### config.mk
export PLATFORM = sky130hd
export DESIGN_NAME = overlap_buffer_writer
export DESIGN_NICKNAME = d
export VERILOG_FILES = /design/src/rtl/overlap_pkg.sv /design/src/rtl/segment_occupancy_counter.sv /design/src/rtl/overlap_buffer_writer.sv
export SDC_FILE = /design/constraint.sdc
export NUM_CORES = 1
export LEC_CHECK = 0
export CAP_MARGIN = 10
export CELL_PAD_IN_SITES_DETAIL_PLACEMENT = 1
export CELL_PAD_IN_SITES_GLOBAL_PLACEMENT = 1
export CORE_MARGIN = 1.5
export CORE_UTILIZATION = 33
export CTS_CLUSTER_SIZE = 25
export DETAILED_ROUTE_END_ITERATION = 16
export HOLD_SLACK_MARGIN = 0.08
export MAX_ROUTING_LAYER = met4
export PLACE_DENSITY = 0.9
export SLEW_MARGIN = 5
export SYNTH_ARGS = -nofsm -noshare
export SYNTH_HDL_FRONTEND = slang
export SYNTH_HIERARCHICAL = 1
export SYNTH_SLANG_ARGS = --single-unit
### constraint.sdc
create_clock -name clk -period 2.4 [get_ports clk]
set_input_delay 0.36 -clock clk [delete_from_list [all_inputs] [get_ports clk]]
set_output_delay 0.36 -clock clk [all_outputs]
set_load 0.02 [all_outputs]
### src/rtl/overlap_pkg.sv
// overlap_pkg
//   Memory map shared by the overlap-buffer writer and the overlap/add reader.
//   The 4K-word window memory is split into NUM_SEGS ring segments of
//   WINDOW_SIZE words each; a word address is {segment, word index}.
package overlap_pkg;

  localparam int unsigned WORD_LENGTH      = 16;
  localparam int unsigned HALF_WINDOW_SIZE = 512;
  localparam int unsigned WINDOW_SIZE      = 2 * HALF_WINDOW_SIZE;
  localparam int unsigned WORD_BITS        = $clog2(WINDOW_SIZE);
  localparam int unsigned SEG_BITS         = 2;
  localparam int unsigned NUM_SEGS         = 2 ** SEG_BITS;
  localparam int unsigned SEG_ADDR_BITS    = SEG_BITS + WORD_BITS;

  typedef logic [SEG_BITS-1:0]      seg_t;
  typedef logic [WORD_BITS-1:0]     word_t;
  typedef logic [SEG_ADDR_BITS-1:0] seg_addr_t;

  // Segment-relative word address, before any base offset is applied.
  function automatic seg_addr_t seg_addr(input seg_t seg, input word_t word);
    return {seg, word};
  endfunction

endpackage

### src/rtl/segment_occupancy_counter.sv
// segment_occupancy_counter
//   Counts complete windows held in the ring, 0..2**SEG_BITS.
//   Ports:
//     clk, rst  : clock, synchronous active-high reset
//     inc_i     : a window was committed this cycle
//     dec_i     : the reader freed the oldest segment this cycle
//     count_o   : windows currently held
//     full_o    : every segment holds an unread window
//   An increment is ignored when full and a decrement when empty; when both
//   take effect in the same cycle the count is unchanged.
module segment_occupancy_counter #(
  parameter int unsigned SEG_BITS = 2
) (
  input  logic              clk,
  input  logic              rst,
  input  logic              inc_i,
  input  logic              dec_i,
  output logic [SEG_BITS:0] count_o,
  output logic              full_o
);

  localparam logic [SEG_BITS:0] FULL_CNT = (SEG_BITS + 1)'(2 ** SEG_BITS);

  logic [SEG_BITS:0] count_q, count_d;
  logic              inc_eff, dec_eff;

  always_comb begin
    inc_eff = inc_i && (count_q != FULL_CNT);
    dec_eff = dec_i && (count_q != '0);
    count_d = count_q;
    unique case ({inc_eff, dec_eff})
      2'b10:   count_d = count_q + 1'b1;
      2'b01:   count_d = count_q - 1'b1;
      default: count_d = count_q;
    endcase
  end

  always_ff @(posedge clk) begin
    if (rst) count_q <= '0;
    else     count_q <= count_d;
  end

  assign count_o = count_q;
  assign full_o  = (count_q == FULL_CNT);

endmodule

### src/rtl/overlap_buffer_writer.sv
// overlap_buffer_writer
//   Writes windowed IMDCT samples into the shared window memory, one window
//   per ring segment, and tracks how many complete windows are held.
//   Ports:
//     clk, rst        : clock, synchronous active-high reset
//     in_valid/ready  : sample stream handshake; ready drops when all
//                       segments hold unread windows
//     in_data/in_last : sample and end-of-window marker
//     frame_release   : reader pulse freeing the oldest complete segment
//     mem_we/addr/wdata : registered memory write, one cycle after accept
//     write_seg       : segment currently being filled
//     frames_full     : complete windows held
//     frame_done      : pulse aligned with the write that completes a window
//     err_framing     : pulse aligned with a write whose in_last disagrees
//                       with its position in the window
module overlap_buffer_writer
  import overlap_pkg::*;
#(
  parameter int unsigned             WORD_LENGTH = overlap_pkg::WORD_LENGTH,
  parameter int unsigned             WINDOW_SIZE = overlap_pkg::WINDOW_SIZE,
  parameter int unsigned             SEG_BITS    = overlap_pkg::SEG_BITS,
  parameter int unsigned             ADDR_WIDTH  = 16,
  parameter logic [ADDR_WIDTH-1:0]   ADDR_BASE   = '0
) (
  input  logic                   clk,
  input  logic                   rst,
  input  logic                   in_valid,
  output logic                   in_ready,
  input  logic [WORD_LENGTH-1:0] in_data,
  input  logic                   in_last,
  input  logic                   frame_release,
  output logic                   mem_we,
  output logic [ADDR_WIDTH-1:0]  mem_addr,
  output logic [WORD_LENGTH-1:0] mem_wdata,
  output logic [SEG_BITS-1:0]    write_seg,
  output logic [SEG_BITS:0]      frames_full,
  output logic                   frame_done,
  output logic                   err_framing
);

  localparam int unsigned          IDX_BITS = $clog2(WINDOW_SIZE);
  localparam logic [IDX_BITS-1:0]  LAST_IDX = IDX_BITS'(WINDOW_SIZE - 1);

  logic [IDX_BITS-1:0]    word_q, word_d;
  logic [SEG_BITS-1:0]    seg_q, seg_d;
  logic                   mem_we_q, mem_we_d;
  logic [ADDR_WIDTH-1:0]  mem_addr_q, mem_addr_d;
  logic [WORD_LENGTH-1:0] mem_wdata_q, mem_wdata_d;
  logic                   done_q, done_d;
  logic                   err_q, err_d;

  logic accept, at_end, commit, seg_full;

  segment_occupancy_counter #(
    .SEG_BITS (SEG_BITS)
  ) u_occupancy (
    .clk     (clk),
    .rst     (rst),
    .inc_i   (commit),
    .dec_i   (frame_release),
    .count_o (frames_full),
    .full_o  (seg_full)
  );

  assign in_ready = !seg_full;

  always_comb begin
    accept = in_valid && in_ready;
    at_end = (word_q == LAST_IDX);
    commit = accept && at_end;

    word_d      = word_q;
    seg_d       = seg_q;
    mem_addr_d  = mem_addr_q;
    mem_wdata_d = mem_wdata_q;
    mem_we_d    = accept;
    done_d      = commit;
    // A mismatch either way flags an error; only the last index commits.
    err_d       = accept && (in_last != at_end);

    if (accept) begin
      mem_addr_d  = ADDR_BASE + ADDR_WIDTH'(seg_addr(seg_q, word_q));
      mem_wdata_d = in_data;
      // An early in_last abandons the partial window in the same segment.
      if (at_end || in_last) word_d = '0;
      else                   word_d = word_q + 1'b1;
    end
    if (commit) seg_d = seg_q + 1'b1;
  end

  always_ff @(posedge clk) begin
    if (rst) begin
      word_q      <= '0;
      seg_q       <= '0;
      mem_we_q    <= 1'b0;
      mem_addr_q  <= '0;
      mem_wdata_q <= '0;
      done_q      <= 1'b0;
      err_q       <= 1'b0;
    end else begin
      word_q      <= word_d;
      seg_q       <= seg_d;
      mem_we_q    <= mem_we_d;
      mem_addr_q  <= mem_addr_d;
      mem_wdata_q <= mem_wdata_d;
      done_q      <= done_d;
      err_q       <= err_d;
    end
  end

  assign mem_we      = mem_we_q;
  assign mem_addr    = mem_addr_q;
  assign mem_wdata   = mem_wdata_q;
  assign write_seg   = seg_q;
  assign frame_done  = done_q;
  assign err_framing = err_q;

endmodule

==> flow_metrics.py <==
metrics = {
    "routing": {
        "drtIter0Drc": 63,
        "dr.pass1.iters": 4,
        "wl_um": 5070,
        "viasPerCell": 4.87,
        "num_vias": 1782,
        "ant_nets": 0,
        "drc": 0,
        "wl_per_cell_um": 13.9,
    },
    "cells_and_area": {
        "final_nets": 319,
        "multiInputGateArea_um2": 882,
        "seq_area_um2": 921,
        "fillers": 698,
        "final_cell_count_no_fill": 366,
        "final_common_cell": "nand2_1",
        "diodes": 0,
        "syn2layout_area_growth_pct": 42.4,
        "final_cell_mix": "nand2_1 (61), clkdlybuf4s50_1 (57), dfxtp_1 (46)",
        "layout-drive-gt1-share_pct": 9.86,
    },
    "power": {
        "p_leak_nw": 1.01,
        "power_density_nw_per_um2": 563,
        "irDropWorstVdd_mv": 0.381,
    },
    "setup_path": {
        "cpMaxStageDelayCell": "dfxtp_1",
        "crit_path_end_kind": "flip-flop",
        "critical_path.startpoint_type": "flip-flop",
        "critical-path-max-stage-delay_ns": 0.39,
        "path_common_cell": "inv_1",
        "path_max_fanout": 4,
        "crit_chain": "inv_1 -> and3_1 -> nand4b_4 -> nor3_2 -> nand2b_1 -> ha_1 -> inv_1 -> fa_1 -> xor2_1 -> or3_1 -> a21oi_1",
        "cp_num_buf_inv": 2,
        "crit_family": "simple AND/OR/NAND/NOR gates",
        "critPathArrivalTime_ns": 2.45,
        "worstSetupPathType": "reg -> reg",
        "cp_data_required_time_ns": 2.63,
    },
    "global_route": {
        "overflow": 0,
        "grt_pass1_vias": 1763,
        "grt_start_max_net_pins": 21,
        "grt_pass1_wl_um": 8270,
        "antenna_found_initial": 0,
        "grt_usage_pct": 17.4,
    },
    "floorplanning": {
        "num_rows": 27,
        "start_util_pct": 34.2,
        "fp.dieW_um": 78.8,
        "pin_count": 62,
        "die_h_um": 78.8,
        "die-area_um2": 6210,
        "core_um2": 5540,
    },
    "run_status": {
        "status": "complete, no violations",
    },
    "timing": {
        "slew_viol_final": 0,
        "skew_ns": 0.00728,
        "fin_crit_sh_pct": 92.6,
        "hold_slack_ns": 0.454,
        "fmax_ghz": 0.450,
        "finalSetupViolCount": 0,
        "timing_hold_violations_final": 0,
        "fin_crit_ns": 2.22,
    },
    "synthesis": {
        "synth_warnings": 6,
        "synth.largest_area_cell": "dfxtp_1",
        "synthTopCellsByArea": "dfxtp_1 (49%), nand2_1 (12%), a21oi_1 (10%)",
        "netlist_instances": 228,
        "synth.avg_cell_area_um2": 8.32,
        "synth_seq_cells": 46,
        "ys_seq_area_share_pct": 48.5,
        "synth_cell_types": 31,
        "synth_top_area_share_pct": 48.5,
        "syn_area_um2": 1900,
    },
    "clock_tree": {
        "cts_tree": "done",
        "cts-buffers-inserted": 5,
        "clock-root-buffer": "clkbuf_8",
        "insertion_delay_ns": 0.30,
        "cts_sinks": 46,
        "htree_levels": 2,
        "path_clk_slew_ns": 0.08,
        "cts_setup_buffers": 0,
        "ctsLongestPathBuffers": 2,
    },
    "placed_design": {
        "dp_cells": 358,
        "gp_congestion": 0.776,
        "dp_hpwl_um": 3680,
        "portBuffers": 57,
    },
    "flow_run": {
        "cap_violations": 0,
    },
    "min_path": {
        "hold_path.class": "reg -> reg",
    },
}
## synth_stat cells (all sizes together)
master and n:
nand3b 3, xor2 3, nand2b 2, fa 1, or4 3, mux2 2
o31ai 3, nor2 9, nand2 61, dfxtp 46, nor2b 2, or3 4
nand4 1, ha 4, conb 1, o31a 1, mux2i 1, and3 2
o21ai 5, inv 9, or3b 1, nand4b 1, clkbuf 5, nand3 6
and4 1, a21oi 38, nor3 1, buf 10, nor4 2
## worst reg2reg max path, stage by stage, from the launching register on
cell and delay (ns):
dfxtp_1 0.39, inv_1 0.09, and3_1 0.20, nand4b_4 0.18
nor3_2 0.23, nand2b_1 0.09, ha_1 0.20, inv_1 0.07
fa_1 0.17, xor2_1 0.08, or3_1 0.30, a21oi_1 0.15
## final timing paths
check / slack [ns] / depth (start not counted) / endpoint / from
hold reg to reg: 0.45 / 2 / mem_addr[4] / mem_addr[4]
hold / removal: 0.45 / 2 / mem_addr[4] / mem_addr[4]
setup reg to reg: 0.18 / 11 / u_occupancy/count_o[2] / u_occupancy/count_o[0]
setup / recovery: 0.18 / 11 / u_occupancy/count_o[2] / u_occupancy/count_o[0]
## where the power goes
part / total, mW / internal [mW] / switching (mW)
sequential: 0.790 / 0.781 / 0.00933
combinational: 0.165 / 0.0787 / 0.0867
clock: 0.566 / 0.312 / 0.254
total: 1.52 / 1.17 / 0.350
## state kept, by name (all words and copies together) (netlist names)
name / cells
mem_addr: 12
mem_we: 1
u_occupancy/count_o: 3
frame_done: 1
write_seg: 2
err_framing: 1
mem_wdata: 16
word_q: 10
## cells by family (layout without fill, tap and decap cells)
family,count (synthesis),count (layout),synth area share (%)
mux,3,3,1.71
flops,46,46,48.5
xor+xnor,3,3,1.39
compound gates,47,47,13.0
other cells,1,4,0.198
buf+inv,24,87,5.94
simple gates,99,99,25.5
fa+ha+maj,5,5,3.69
## timing repair
| item | 4_1_cts | 5_1_grt |
|---|---|---|
| setup endpoints to repair | 0 | 1 |
| gates resized for setup | 0 | 1 |
| hold buffers | 0 | 0 |
## through the flow
step | instance area (um^2) | setup WS, ns | TNS (ns) | util [%] | total power, mW
floorplan | 1910 | 0.0641 | 0 | - | 0.889
global placement | 2590 | 0.0753 | 0 | 46.7 | 0.970
detailed placement | 2590 | -0.0287 | -0.0287 | 46.7 | 0.975
CTS | 2700 | 0.131 | 0 | 48.7 | 1.54
global route | 2700 | -0.0168 | -0.0168 | 48.8 | 1.59
finish | 2700 | 0.177 | 0 | 48.8 | 1.52
## routing by layer
| metal | track usage, % | wire length [um] | vias up | part of all wire, % |
|---|---|---|---|---|
| met1 | 20.4 | 2240 | 851 | 44 |
| met2 | 30.1 | 2490 | 45 | 49 |
| met5 | - | 0 | - | 0 |
| li1 | - | - | 880 | - |
| met3 | 3.91 | 286 | 6 | 5.6 |
| met4 | 4.74 | 52 | 0 | 1.0 |
## cell type report
class | count | area share [%]
Sequential cell | 46 | 34.1
Multi-Input combinational cell | 161 | 32.7
Timing Repair Buffer | 70 | 24.7
Tap cell | 72 | 3.33
Clock buffer | 7 | 2.83
Inverter | 9 | 1.25
Clock inverter | 1 | 1.11
Note: power is estimated with default switching activity, not from simulation.
